[config.mk]
export PLATFORM = sky130hd
export DESIGN_NAME = multicycle_controller
export DESIGN_NICKNAME = d
export VERILOG_FILES = /design/src/rtl/multicycle_controller_pkg.sv /design/src/rtl/multicycle_controller_aludec.sv /design/src/rtl/multicycle_controller.sv
export SDC_FILE = /design/constraint.sdc
export NUM_CORES = 1
export LEC_CHECK = 0
export CAP_MARGIN = 20
export CORE_MARGIN = 3
export CORE_UTILIZATION = 30
export DETAILED_ROUTE_END_ITERATION = 6
export DONT_BUFFER_PORTS = 1
export GPL_TIMING_DRIVEN = 0
export HOLD_SLACK_MARGIN = 0.15
export SETUP_SLACK_MARGIN = 0.02
export SYNTH_ARGS = -nofsm -noshare
export SYNTH_HDL_FRONTEND = slang
export SYNTH_SLANG_ARGS = --single-unit
[constraint.sdc]
create_clock -name clk -period 2.1 [get_ports clk]
set_clock_uncertainty 0.15 [all_clocks]
set_input_delay 0.105 -clock clk [delete_from_list [all_inputs] [get_ports clk]]
set_output_delay 0.105 -clock clk [all_outputs]
set_load 0.01 [all_outputs]
[src/rtl/multicycle_controller_pkg.sv]
// Shared encodings for the multicycle RV32I controller: FSM states, opcodes,
// datapath mux selects and the ALU operation codes produced by aludec.
package mc_pkg;

  typedef enum logic [3:0] {
    FETCH    = 4'd0,
    DECODE   = 4'd1,
    MEMADR   = 4'd2,
    MEMREAD  = 4'd3,
    MEMWB    = 4'd4,
    MEMWRITE = 4'd5,
    EXECUTER = 4'd6,
    EXECUTEI = 4'd7,
    ALUWB    = 4'd8,
    BRANCH   = 4'd9,
    JAL      = 4'd10,
    ILLEGAL  = 4'd11
  } state_t;

  localparam logic [6:0] OP_LW     = 7'b0000011;
  localparam logic [6:0] OP_SW     = 7'b0100011;
  localparam logic [6:0] OP_RTYPE  = 7'b0110011;
  localparam logic [6:0] OP_ITYPE  = 7'b0010011;
  localparam logic [6:0] OP_BRANCH = 7'b1100011;
  localparam logic [6:0] OP_JAL    = 7'b1101111;

  typedef enum logic [1:0] {
    ALUOP_ADD   = 2'b00,
    ALUOP_SUB   = 2'b01,
    ALUOP_FUNCT = 2'b10
  } aluop_t;

  localparam logic [1:0] RES_ALUOUT    = 2'b00;
  localparam logic [1:0] RES_DATA      = 2'b01;
  localparam logic [1:0] RES_ALURESULT = 2'b10;

  localparam logic [1:0] SRCA_PC    = 2'b00;
  localparam logic [1:0] SRCA_OLDPC = 2'b01;
  localparam logic [1:0] SRCA_REGA  = 2'b10;

  localparam logic [1:0] SRCB_REGB = 2'b00;
  localparam logic [1:0] SRCB_IMM  = 2'b01;
  localparam logic [1:0] SRCB_FOUR = 2'b10;

  localparam logic [1:0] IMM_I = 2'b00;
  localparam logic [1:0] IMM_S = 2'b01;
  localparam logic [1:0] IMM_B = 2'b10;
  localparam logic [1:0] IMM_J = 2'b11;

  localparam logic [3:0] ALU_ADD  = 4'b0000;
  localparam logic [3:0] ALU_SUB  = 4'b0001;
  localparam logic [3:0] ALU_AND  = 4'b0010;
  localparam logic [3:0] ALU_OR   = 4'b0011;
  localparam logic [3:0] ALU_XOR  = 4'b0100;
  localparam logic [3:0] ALU_SLT  = 4'b0101;
  localparam logic [3:0] ALU_SLL  = 4'b0110;
  localparam logic [3:0] ALU_SRL  = 4'b0111;
  localparam logic [3:0] ALU_SRA  = 4'b1000;
  localparam logic [3:0] ALU_SLTU = 4'b1001;

  // Immediate format follows the opcode alone; R-type and unknown opcodes use I.
  function automatic logic [1:0] imm_src_of(input logic [6:0] op);
    logic [1:0] imm;
    case (op)
      OP_SW:     imm = IMM_S;
      OP_BRANCH: imm = IMM_B;
      OP_JAL:    imm = IMM_J;
      default:   imm = IMM_I;
    endcase
    return imm;
  endfunction

endpackage

[src/rtl/multicycle_controller_aludec.sv]
// ALU decoder: maps ALUOp plus the instruction funct fields to an ALU operation.
import mc_pkg::*;

module aludec (
  input  logic       op5,
  input  logic [2:0] funct3,
  input  logic       funct7b5,
  input  logic [1:0] alu_op,
  output logic [3:0] ALUControl
);

  // Operation select; sub/sra only when instr[30] is a real funct7 bit.
  always_comb begin
    ALUControl = ALU_ADD;
    case (alu_op)
      ALUOP_ADD: ALUControl = ALU_ADD;
      ALUOP_SUB: ALUControl = ALU_SUB;
      ALUOP_FUNCT: begin
        case (funct3)
          3'b000: begin
            if (op5 && funct7b5) ALUControl = ALU_SUB;
            else                 ALUControl = ALU_ADD;
          end
          3'b001: ALUControl = ALU_SLL;
          3'b010: ALUControl = ALU_SLT;
          3'b011: ALUControl = ALU_SLTU;
          3'b100: ALUControl = ALU_XOR;
          3'b101: begin
            if (funct7b5) ALUControl = ALU_SRA;
            else          ALUControl = ALU_SRL;
          end
          3'b110: ALUControl = ALU_OR;
          3'b111: ALUControl = ALU_AND;
          default: ALUControl = ALU_ADD;
        endcase
      end
      default: ALUControl = ALU_ADD;
    endcase
  end

endmodule

[src/rtl/multicycle_controller.sv]
// Multicycle RV32I control FSM with memory wait handshake and sticky illegal halt.
import mc_pkg::*;

module multicycle_controller (
  input  logic       clk,
  input  logic       reset_n,
  input  logic [6:0] op,
  input  logic [2:0] funct3,
  input  logic       funct7b5,
  input  logic       Zero,
  input  logic       mem_ready,
  output logic       mem_req,
  output logic       AdrSrc,
  output logic       MemWrite,
  output logic       IRWrite,
  output logic       PCWrite,
  output logic       RegWrite,
  output logic [1:0] ResultSrc,
  output logic [1:0] ALUSrcA,
  output logic [1:0] ALUSrcB,
  output logic [1:0] ImmSrc,
  output logic [3:0] ALUControl,
  output logic       illegal
);

  state_t     state_r;
  state_t     next_state_s;
  aluop_t     alu_op_s;
  logic       mem_req_s;
  logic       mem_write_s;
  logic       ir_write_s;
  logic       pc_write_s;
  logic       reg_write_s;

  // State register; reset returns to FETCH and abandons any instruction in flight.
  always_ff @(posedge clk or negedge reset_n) begin
    if (!reset_n) state_r <= FETCH;
    else          state_r <= next_state_s;
  end

  // Next-state and per-state datapath controls.
  always_comb begin
    next_state_s = state_r;
    alu_op_s     = ALUOP_ADD;
    mem_req_s    = 1'b0;
    mem_write_s  = 1'b0;
    ir_write_s   = 1'b0;
    pc_write_s   = 1'b0;
    reg_write_s  = 1'b0;
    AdrSrc       = 1'b0;
    ResultSrc    = RES_ALUOUT;
    ALUSrcA      = SRCA_PC;
    ALUSrcB      = SRCB_REGB;
    illegal      = 1'b0;
    case (state_r)
      FETCH: begin
        mem_req_s  = 1'b1;
        ALUSrcB    = SRCB_FOUR;
        ResultSrc  = RES_ALURESULT;
        ir_write_s = mem_ready;
        pc_write_s = mem_ready;
        if (mem_ready) next_state_s = DECODE;
        else           next_state_s = FETCH;
      end
      DECODE: begin
        ALUSrcA = SRCA_OLDPC;
        ALUSrcB = SRCB_IMM;
        case (op)
          OP_LW, OP_SW: next_state_s = MEMADR;
          OP_RTYPE:     next_state_s = EXECUTER;
          OP_ITYPE:     next_state_s = EXECUTEI;
          OP_BRANCH:    next_state_s = BRANCH;
          OP_JAL:       next_state_s = JAL;
          default:      next_state_s = ILLEGAL;
        endcase
      end
      MEMADR: begin
        ALUSrcA = SRCA_REGA;
        ALUSrcB = SRCB_IMM;
        if (op == OP_LW) next_state_s = MEMREAD;
        else             next_state_s = MEMWRITE;
      end
      MEMREAD: begin
        mem_req_s = 1'b1;
        AdrSrc    = 1'b1;
        if (mem_ready) next_state_s = MEMWB;
        else           next_state_s = MEMREAD;
      end
      MEMWB: begin
        ResultSrc    = RES_DATA;
        reg_write_s  = 1'b1;
        next_state_s = FETCH;
      end
      MEMWRITE: begin
        mem_req_s   = 1'b1;
        AdrSrc      = 1'b1;
        mem_write_s = 1'b1;
        if (mem_ready) next_state_s = FETCH;
        else           next_state_s = MEMWRITE;
      end
      EXECUTER: begin
        ALUSrcA      = SRCA_REGA;
        ALUSrcB      = SRCB_REGB;
        alu_op_s     = ALUOP_FUNCT;
        next_state_s = ALUWB;
      end
      EXECUTEI: begin
        ALUSrcA      = SRCA_REGA;
        ALUSrcB      = SRCB_IMM;
        alu_op_s     = ALUOP_FUNCT;
        next_state_s = ALUWB;
      end
      ALUWB: begin
        reg_write_s  = 1'b1;
        next_state_s = FETCH;
      end
      BRANCH: begin
        // funct3[0] distinguishes bne from beq.
        ALUSrcA      = SRCA_REGA;
        ALUSrcB      = SRCB_REGB;
        alu_op_s     = ALUOP_SUB;
        pc_write_s   = Zero ^ funct3[0];
        next_state_s = FETCH;
      end
      JAL: begin
        ALUSrcA      = SRCA_OLDPC;
        ALUSrcB      = SRCB_FOUR;
        pc_write_s   = 1'b1;
        next_state_s = ALUWB;
      end
      ILLEGAL: begin
        illegal      = 1'b1;
        next_state_s = ILLEGAL;
      end
      default: next_state_s = FETCH;
    endcase
  end

  // Strobes are held off while reset is asserted, even though FETCH is already showing.
  always_comb begin
    mem_req  = 1'b0;
    MemWrite = 1'b0;
    IRWrite  = 1'b0;
    PCWrite  = 1'b0;
    RegWrite = 1'b0;
    if (reset_n) begin
      mem_req  = mem_req_s;
      MemWrite = mem_write_s;
      IRWrite  = ir_write_s;
      PCWrite  = pc_write_s;
      RegWrite = reg_write_s;
    end else begin
      mem_req  = 1'b0;
      MemWrite = 1'b0;
      IRWrite  = 1'b0;
      PCWrite  = 1'b0;
      RegWrite = 1'b0;
    end
  end

  assign ImmSrc = imm_src_of(op);

  aludec u_aludec (
    .op5        (op[5]),
    .funct3     (funct3),
    .funct7b5   (funct7b5),
    .alu_op     (alu_op_s),
    .ALUControl (ALUControl)
  );

endmodule

---- Yosys cells after proc, flatten, opt, wreduce, memory -nomap -nowiden ----
Index checks and enable logic that the tools add are counted.
operators by class
  divide/modulo/power cells ............... 0
  muxes and demuxes ....................... 27
  reduce and logical (&&, ||, !) cells .... 13
  order comparisons ....................... 0
  shifts and indexed selects .............. 0
  bitwise gates (word level) .............. 1
  eq/ne operators ......................... 26
  $add $sub $neg .......................... 0
  multiply operators ...................... 0
operators by type and width
  cell                number
  $pmux 4 s8          1
  $pmux 4 s7          1
  $pmux 4 s5          1
  $eq 4x3->1 const B  4
  $eq 4x4->1 const B  4
  $pmux 2 s2          4
  $eq 7x6->1 const B  2
  $eq 7x7->1 const B  2
  $mux 1              13
  $eq 3x3->1 const B  4
  $reduce_or 2->1     6
  $mux 3              3
  $reduce_or 3->1     3
  $eq 4x2->1 const B  2
  $pmux 4 s2          1
  $eq 7x2->1 const B  1
  $eq 7x5->1 const B  1
  $eq 3x2->1 const B  2
  $pmux 2 s3          1
  $eq 4x1->1 const B  1
  $logic_not 4->1     1
  $mux 4              1
  $reduce_or 4->1     1
  $eq 3x1->1 const B  1
  6 further kinds     6
storage, ports and cells
  output and inout bits ................... 19
  bits in read-only memories .............. 0
  memory bits (writable) .................. 0
  logic and storage cells ................. 68
  input port bits ......................... 15
  flip-flop bits (word level) ............. 4
  latch bits .............................. 0
  memories ................................ 0

---- Logic depth before layout (Yosys ltp) ----
Gate-level depths: netlist of run 1.
  depth in word-level cells ............... 5
  depth in mapped cells ................... 8
  gate-level depth less buffers ........... 7

---- Modules after synthesis ----
From an unflattened synthesis of run 1, not the netlist that was laid out.
second synthesis, totals
  cell total of the unflattened synthesis .. 107
  area, all modules ....................... 710.7 µm²
modules (own cells, without submodules)
  module                 cells each  instances  seq. area each (µm²)  area each (µm²)
  multicycle_controller  85          1          100.1                 563.0
  aludec                 22          1          0.0                   147.6

---- Worst setup path before layout of run 1 ----
OpenSTA, ideal clock, no wires.
  path kind ............................... reg-to-output
  start ................................... reg state_r[0]
  end ..................................... out ALUControl[2]
  cell stages (with the launch flop) ...... 8
  arrival ................................. 2.005 ns
  path slack .............................. -0.160 ns
  required time ........................... 1.845 ns
  buffers on the path ..................... 1
  path through ............................ dfrtp_1 -> buf_6 -> inv_1 -> nor2_1 -> nand3b_1 -> ha_1 -> nand2b_1 -> a2111oi_0
on the way
  cells in the longest elaborated chain, start to end .. 5
  elaborated cells on any way between the ends .. 8
  classes of those cells .................. eq/ne (5); mux (2); reduce/logical (1)
RTL lines
  element                                   line                                source
  start, declared                           multicycle_controller.sv:26         state_t state_r;
  start signal, assigned                    multicycle_controller.sv:38         else state_r <= next_state_s;
  $eq 4x3->1                                multicycle_controller.sv:55         case (state_r)
  $reduce_or 2->1 (no line)                 --
  $pmux 2 s2 (*)                            multicycle_controller.sv:55
  $eq 2x2->1 or $eq 2x1->1 (tied branches)  multicycle_controller_aludec.sv:15  case (alu_op)
  $pmux 4 s2 (*)                            multicycle_controller_aludec.sv:15
  end, declared                             multicycle_controller.sv:22         output logic [3:0] ALUControl,
Mark *: on every way between the ends. The rest lies on a longest branch, timed or not.

---- Worst setup path after layout of run 1 ----
  start ................................... reg state_r[2]
  end ..................................... out ALUControl[2]
The elaborated chain is that of the path after synthesis.

==> impl_metrics.xml, run 1 <==
<?xml version="1.0" encoding="UTF-8"?>
<metrics>
  <group name="die">
    <metric name="initial_utilization" unit="">0.3227</metric>
    <metric name="design.die.area" unit="um^2">3078</metric>
    <metric name="ioPinCount" unit="">34</metric>
    <metric name="die_x" unit="um">55.48</metric>
    <metric name="core" unit="um^2">2276</metric>
    <metric name="floorplan.die.height" unit="um">55.48</metric>
    <metric name="std_cell_rows" unit="">17</metric>
  </group>
  <group name="cts">
    <metric name="cts_buffer_depth" unit="">2</metric>
    <metric name="cts_sinks" unit="">4</metric>
    <metric name="cts_htree_levels" unit="">1</metric>
    <metric name="clock_latency_of_the_later_clocked_register_in_the_worst_skew_pair" unit="ns">0.23</metric>
    <metric name="cts_tree" unit="">built</metric>
    <metric name="root_buffer" unit="">clkbuf_4</metric>
    <metric name="cts_made_buffers" unit="">3</metric>
    <metric name="cts.reportedPaths.clkPinSlew" unit="ns">0.03</metric>
  </group>
  <group name="setup_path">
    <metric name="critPathLaunchType" unit="">flip-flop</metric>
    <metric name="timing.critical_path.fanout_max" unit="">5</metric>
    <metric name="cp_max_delay_cell" unit="">dfrtp_1</metric>
    <metric name="critPathCaptureType" unit="">primary output</metric>
    <metric name="worst_r2r_startpoint" unit="">state_r[0]</metric>
    <metric name="crit_path_cell_trace" unit="">buf_6 -&gt; buf_6 -&gt; nand3b_1 -&gt; ha_4 -&gt; nand2b_4 -&gt; a2111oi_4</metric>
    <metric name="startpoint" unit="">state_r[2]</metric>
    <metric name="timing_worst_setup_path_type" unit="">flip-flop to primary output</metric>
    <metric name="largest_stage_delay_on_the_critical_path" unit="ns">0.40</metric>
    <metric name="worst_ep_arrival_time" unit="ns">1.82</metric>
    <metric name="critical-path-top-cell-by-count" unit="">buf_6</metric>
    <metric name="rr_endpoint" unit="">state_r[1]</metric>
    <metric name="r2r_slack" unit="ns">0.05</metric>
    <metric name="worst_ep_required_time" unit="ns">1.85</metric>
    <metric name="r2r.worst_path.cells" unit="">4</metric>
    <metric name="crit_end" unit="">ALUControl[2]</metric>
  </group>
  <group name="grt">
    <metric name="antenna_found_initial" unit="">0</metric>
    <metric name="grt_pass1_vias" unit="">796</metric>
    <metric name="grt_start_max_net_pins" unit="">11</metric>
    <metric name="track_usage" unit="">0.1310</metric>
    <metric name="grt_first_pass_wirelength" unit="um">3360</metric>
    <metric name="global_route.overflow_total" unit="">0</metric>
  </group>
  <group name="cells_and_area">
    <metric name="post_route_cells_drive_above_1_share" unit="">0.3197</metric>
    <metric name="final_net_count" unit="">141</metric>
    <metric name="area_delta_synth_final" unit="%">47.36</metric>
    <metric name="top_register" unit="">state_r</metric>
    <metric name="reg_top3" unit="">state_r: 4 flops</metric>
    <metric name="largest_register_ff_count" unit="">4</metric>
    <metric name="antennaDiodeCount" unit="">0</metric>
  </group>
  <group name="synthesis">
    <metric name="synth_most_common_cell" unit="">nor3_1</metric>
    <metric name="async_flop_share" unit="">1.000</metric>
    <metric name="netlist_area" unit="um^2">734.5</metric>
    <metric name="syn-num-nets" unit="">113</metric>
    <metric name="yosys_warnings" unit="">0</metric>
    <metric name="synth.top_cells.by_count" unit="">nor3_1, nor2_1, and3_1, nand2_1</metric>
    <metric name="syn_avg_cell_area" unit="um^2">7.651</metric>
    <metric name="synth_top_area_frac" unit="">0.1363</metric>
    <metric name="synth_top_flop_cell" unit="">dfrtp_1</metric>
    <metric name="synth-seq-cells" unit="">4</metric>
    <metric name="synth_top_area_cell" unit="">dfrtp_1</metric>
    <metric name="post_synth_edffs" unit="">0</metric>
    <metric name="post_synth_main_area_contributors" unit="">dfrtp_1, nor3_1, and3_1</metric>
    <metric name="postSynthCellCount" unit="">96</metric>
    <metric name="post_synth_num_cell_types" unit="">44</metric>
    <metric name="synth_seq_area_share" unit="">0.1363</metric>
  </group>
  <group name="power_and_ir_drop">
    <metric name="power-per-cell-area" unit="nW/um^2">1133</metric>
    <metric name="worst_voltage_drop_across_the_vdd_grid" unit="V">0.0005492</metric>
    <metric name="total_leakage_power" unit="nW">0.4611</metric>
  </group>
  <group name="sta">
    <metric name="tns" unit="ns">0</metric>
    <metric name="timing.final.setup_violations" unit="">0</metric>
    <metric name="max_slew.worst_pin.slew" unit="ns">0.4429</metric>
    <metric name="max-slew-margin-rel" unit="">0.7025</metric>
    <metric name="final.min_clock_period" unit="ns">2.076</metric>
    <metric name="fin_ws" unit="ns">0.02363</metric>
    <metric name="finalHoldViolCount" unit="">0</metric>
    <metric name="final_min_period_over_clock_period" unit="">0.9887</metric>
    <metric name="unrepaired_setup_endpoints_after_global_routing" unit="">true</metric>
    <metric name="max_clock_freq" unit="MHz">481.6</metric>
    <metric name="slew_viol_final" unit="">0</metric>
  </group>
  <group name="routing">
    <metric name="route.detailed.drc" unit="">0</metric>
    <metric name="post_drt_wl_per_cell" unit="um">14.97</metric>
    <metric name="dr.pass1.iters" unit="">4</metric>
    <metric name="post_route_wl" unit="um">2245</metric>
    <metric name="ant_nets" unit="">0</metric>
    <metric name="vias" unit="">850</metric>
    <metric name="route.detailed.vias_per_inst" unit="">5.667</metric>
    <metric name="iter_0_drt_violations" unit="">22</metric>
  </group>
  <group name="placed_design">
    <metric name="port_buffers" unit="">0</metric>
    <metric name="place_hpwl" unit="um">1434</metric>
    <metric name="globalplace.congestion" unit="">0.8298</metric>
    <metric name="placement.setup.worst_slack" unit="ns">-0.1102</metric>
  </group>
  <group name="status">
    <metric name="run_status" unit="">finished clean</metric>
  </group>
  <group name="worst_hold_path">
    <metric name="hp-start" unit="">reset_n</metric>
    <metric name="worst_hold_path_type" unit="">input pin to primary output</metric>
  </group>
  <group name="flow_run">
    <metric name="maxCapViolations" unit="">0</metric>
  </group>
</metrics>
-- per-layer routing --
metal	routed length, um	global-route usage
met5	0	0
met3	168	0.03271
met2	1091	0.2111
met1	953	0.1613
met4	31	0.06250
-- final cells by class --
cell class | instances | area (um^2)
fillers | 217 | 1194
multi-input cells | 82 | 640.6
repair buffers | 23 | 206.4
flip-flops and latches | 4 | 100.1
plain buffers | 6 | 62.56
well taps | 28 | 35.03
clock buffers | 3 | 22.52
inverters | 4 | 15.01
-- worst min path at each step --
stage	endpoint	slack [ns]	cells after the start
floorplan	state_r[0]	-0.34	0
global placement	state_r[3]	-0.34	0
detailed placement	state_r[3]	-0.34	0
CTS	state_r[0]	0.17	3
global route	mem_req	0.18	1
finish	mem_req	0.18	1
-- layout by cell type, fill, tap and decap left out, types with 4 or more instances in the layout --
master         synthesis  routed
and3_1                 6       6
nand2_1                5       4
nor2_1                 7       6
dlygate4sd3_1          0      10
nand3_1                4       4
nor3_1                 8       6
dfrtp_1                4       4
buf_4                  0      11
buf_6                  3       5
-- critical path, delay by kind of cell (launching register included) --
family	cells	cell delay (ns)
fa+ha+maj	1	0.25
compound gates	1	0.33
simple gates	2	0.36
flops	1	0.40
buf+inv	2	0.25
-- stage by stage --
stage	total power, mW	utilization	area (um^2)	std cells	hold WS, ns
4_1_cts	1.043	0.4294	977.2	141	0.1747
2_1_floorplan	0.7332	-	740.7	96	-0.3406
3_3_place_gp	0.8358	0.3408	775.7	124	-0.3403
6_report	1.226	0.4755	1082	150	0.1766
5_1_grt	1.327	0.4755	1082	150	0.1780
3_5_place_dp	0.8451	0.3408	775.7	124	-0.3404
-- logic make-up after synthesis --
| family | Yosys count | share of synthesized area |
|---|---|---|
| simple gates | 52 | 0.4361 |
| compound gates | 22 | 0.2232 |
| buf+inv | 10 | 0.09708 |
| xor+xnor | 5 | 0.05964 |
| flops | 4 | 0.1363 |
| fa+ha+maj | 2 | 0.03407 |
| mux | 1 | 0.01363 |
-- where the power goes --
part           switching [mW]  internal, mW
sequential             0.0252         0.113
clock                  0.0292        0.0637
combinational           0.513         0.482
total                   0.568         0.658
-- repair_timing --
action,4_1_cts,5_1_grt
pin swaps,3,4
endpoints found under the hold margin,9,0
hold buffers,11,0
gates resized for setup,7,13
buffers inserted,3,9
endpoints found under the setup margin,4,6
(Power assumes the default switching activity.)
==> inputs of run 2 (changes only) <==
--- a/config.mk
+++ b/config.mk
@@ -12,6 +12,7 @@
 export DONT_BUFFER_PORTS = 1
 export GPL_TIMING_DRIVEN = 0
 export HOLD_SLACK_MARGIN = 0.15
+export PLACE_DENSITY_LB_ADDON = 0.08
 export SETUP_SLACK_MARGIN = 0.02
 export SYNTH_ARGS = -nofsm -noshare
 export SYNTH_HDL_FRONTEND = slang
==> run 2 against run 1 <==
Global-route usage increased by 0.77 points. The run now ends with setup timing left. Sequential share of layout area increased by 0.99 points. Critical path depth unchanged. Wire length decreased by 3.9%. Combinational power decreased by 10%. Total power decreased by 8.2%. Die area unchanged. Worst hold slack about the same. Utilization decreased by 4.1 points. First-iteration DRC count decreased by 64%. Final area decreased by 8.6%.
==> impl_metrics.xml, run 2 (same netlist as run 1, synthesis figures left out) <==
<?xml version="1.0" encoding="UTF-8"?>
<metrics>
  <group name="status">
    <metric name="run_status" unit="">complete, but fails checks</metric>
    <metric name="violations" unit="">setup timing</metric>
  </group>
  <group name="routing">
    <metric name="iter_0_drt_violations" unit="">8</metric>
    <metric name="route.detailed.vias_per_inst" unit="">5.594</metric>
    <metric name="dr.pass1.iters" unit="">4</metric>
    <metric name="vias" unit="">800</metric>
    <metric name="ant_nets" unit="">0</metric>
    <metric name="post_drt_wl_per_cell" unit="um">15.09</metric>
    <metric name="post_route_wl" unit="um">2158</metric>
    <metric name="route.detailed.drc" unit="">0</metric>
  </group>
  <group name="sta">
    <metric name="max_slew.worst_pin.slew" unit="ns">0.7305</metric>
    <metric name="tns" unit="ns">-0.009835</metric>
    <metric name="max-slew-margin-rel" unit="">0.5085</metric>
    <metric name="finalHoldViolCount" unit="">0</metric>
    <metric name="max_clock_freq" unit="MHz">474.0</metric>
    <metric name="slew_viol_final" unit="">0</metric>
    <metric name="final_min_period_over_clock_period" unit="">1.005</metric>
    <metric name="final.min_clock_period" unit="ns">2.110</metric>
    <metric name="fin_ws" unit="ns">-0.009835</metric>
    <metric name="unrepaired_setup_endpoints_after_global_routing" unit="">true</metric>
    <metric name="timing.final.setup_violations" unit="">1</metric>
  </group>
  <group name="grt">
    <metric name="grt_start_max_net_pins" unit="">11</metric>
    <metric name="track_usage" unit="">0.1387</metric>
    <metric name="antenna_found_initial" unit="">0</metric>
    <metric name="grt_first_pass_wirelength" unit="um">3498</metric>
    <metric name="global_route.overflow_total" unit="">0</metric>
    <metric name="grt_pass1_vias" unit="">786</metric>
  </group>
  <group name="setup_path">
    <metric name="worst_ep_arrival_time" unit="ns">1.85</metric>
    <metric name="worst_r2r_startpoint" unit="">state_r[2]</metric>
    <metric name="critPathCaptureType" unit="">primary output</metric>
    <metric name="worst_ep_required_time" unit="ns">1.85</metric>
    <metric name="r2r.worst_path.cells" unit="">6</metric>
    <metric name="r2r_slack" unit="ns">0.25</metric>
    <metric name="critPathLaunchType" unit="">flip-flop</metric>
    <metric name="rr_endpoint" unit="">state_r[2]</metric>
    <metric name="startpoint" unit="">state_r[1]</metric>
    <metric name="crit_end" unit="">ALUControl[2]</metric>
    <metric name="timing.critical_path.fanout_max" unit="">10</metric>
    <metric name="timing_worst_setup_path_type" unit="">flip-flop to primary output</metric>
  </group>
  <group name="cells_and_area">
    <metric name="final_net_count" unit="">134</metric>
    <metric name="commonest_non_fill_non_tap_cell_in_the_layout" unit="">buf_4</metric>
    <metric name="antennaDiodeCount" unit="">0</metric>
    <metric name="reg_top3" unit="">state_r: 4 flops</metric>
    <metric name="layout.cells.most_common_list" unit="">buf_4, dlygate4sd3_1, nor3_1, and3_1, nor2_1</metric>
    <metric name="final_util" unit="">0.4349</metric>
    <metric name="instances_no_fill" unit="">143</metric>
    <metric name="area_delta_synth_final" unit="%">34.75</metric>
    <metric name="largest_register_ff_count" unit="">4</metric>
    <metric name="top_register" unit="">state_r</metric>
    <metric name="post_route_cells_drive_above_1_share" unit="">0.2783</metric>
  </group>
  <group name="cts">
    <metric name="cts_tree" unit="">built</metric>
    <metric name="cts_made_buffers" unit="">3</metric>
    <metric name="cts.reportedPaths.clkPinSlew" unit="ns">0.03</metric>
    <metric name="cts_buffer_depth" unit="">2</metric>
    <metric name="cts_sinks" unit="">4</metric>
    <metric name="cts_htree_levels" unit="">1</metric>
    <metric name="root_buffer" unit="">clkbuf_4</metric>
    <metric name="clock_latency_of_the_later_clocked_register_in_the_worst_skew_pair" unit="ns">0.23</metric>
  </group>
  <group name="worst_hold_path">
    <metric name="worst_hold_path_type" unit="">input pin to primary output</metric>
    <metric name="hp-start" unit="">reset_n</metric>
  </group>
  <group name="die">
    <metric name="ioPinCount" unit="">34</metric>
    <metric name="floorplan.die.height" unit="um">55.48</metric>
    <metric name="initial_utilization" unit="">0.3227</metric>
    <metric name="die_x" unit="um">55.48</metric>
    <metric name="std_cell_rows" unit="">17</metric>
    <metric name="core" unit="um^2">2276</metric>
    <metric name="design.die.area" unit="um^2">3078</metric>
  </group>
  <group name="placed_design">
    <metric name="place_hpwl" unit="um">1502</metric>
    <metric name="dp_cells" unit="">124</metric>
    <metric name="port_buffers" unit="">0</metric>
    <metric name="globalplace.congestion" unit="">0.7107</metric>
  </group>
  <group name="power_and_ir_drop">
    <metric name="worst_voltage_drop_across_the_vdd_grid" unit="V">0.0004049</metric>
    <metric name="power-per-cell-area" unit="nW/um^2">1137</metric>
    <metric name="post-layout-total-power" unit="mW">1.125</metric>
    <metric name="total_leakage_power" unit="nW">0.4071</metric>
  </group>
  <group name="flow_run">
    <metric name="maxCapViolations" unit="">0</metric>
  </group>
</metrics>
## run 2: final cells by class
cell class	instances	area, um^2
inverters	4	18.77
clock buffers	3	22.52
flip-flops and latches	4	101.3
multi-input cells	82	616.8
fillers	238	1286
well taps	28	35.03
plain buffers	5	47.55
repair buffers	17	147.6
## run 2: through the flow
step	setup slack [ns]	hold slack [ns]	cell area (um^2)
global route	-0.1117	0.1790	989.7
detailed placement	-0.1561	-0.3403	775.7
CTS	0.02254	0.1774	958.4
global placement	-0.1012	-0.3404	775.7
floorplan	0.06517	-0.3406	740.7
finish	-0.009835	0.1766	989.7
## run 2: report_power, final
part / switching, mW / leakage [nW] / total [mW] / internal [mW]
Clock: 0.0289 / 0.0138 / 0.0926 / 0.0637
Sequential: 0.0259 / 0.0496 / 0.140 / 0.114
Combinational: 0.479 / 0.344 / 0.892 / 0.413
Total: 0.534 / 0.407 / 1.13 / 0.591
## run 2: worst min path at each step
stage                  to  slack, ns  cells past startpoint
2_1_floorplan  state_r[0]      -0.34                      0
3_3_place_gp   state_r[3]      -0.34                      0
3_5_place_dp   state_r[3]      -0.34                      0
4_1_cts           mem_req       0.18                      1
5_1_grt           mem_req       0.18                      1
6_report          mem_req       0.18                      1
## run 2: layer usage
metal,vias to the layer above,GRT usage,part of all wire
li1,398,-,-
met1,370,0.1697,0.44
met2,30,0.2297,0.47
met3,2,0.04673,0.073
met4,0,0.03819,0.0083
met5,-,0,0
## run 2: what timing repair did
item / CTS / global route
cloned: 0 / 0
hold buffers: 8 / 0
resized for setup: 9 / 2
endpoints found under the hold margin: 9 / 0
setup endpoints to repair: 5 / 3
setup buffers: 7 / 2
pin swaps: 4 / 2
## run 2: critical path: stages (launching register included)
cell	delay, ns
dfrtp_1	0.38
buf_4	0.19
nor2_4	0.12
nand3b_1	0.17
ha_4	0.26
nand2b_4	0.16
a2111oi_4	0.34
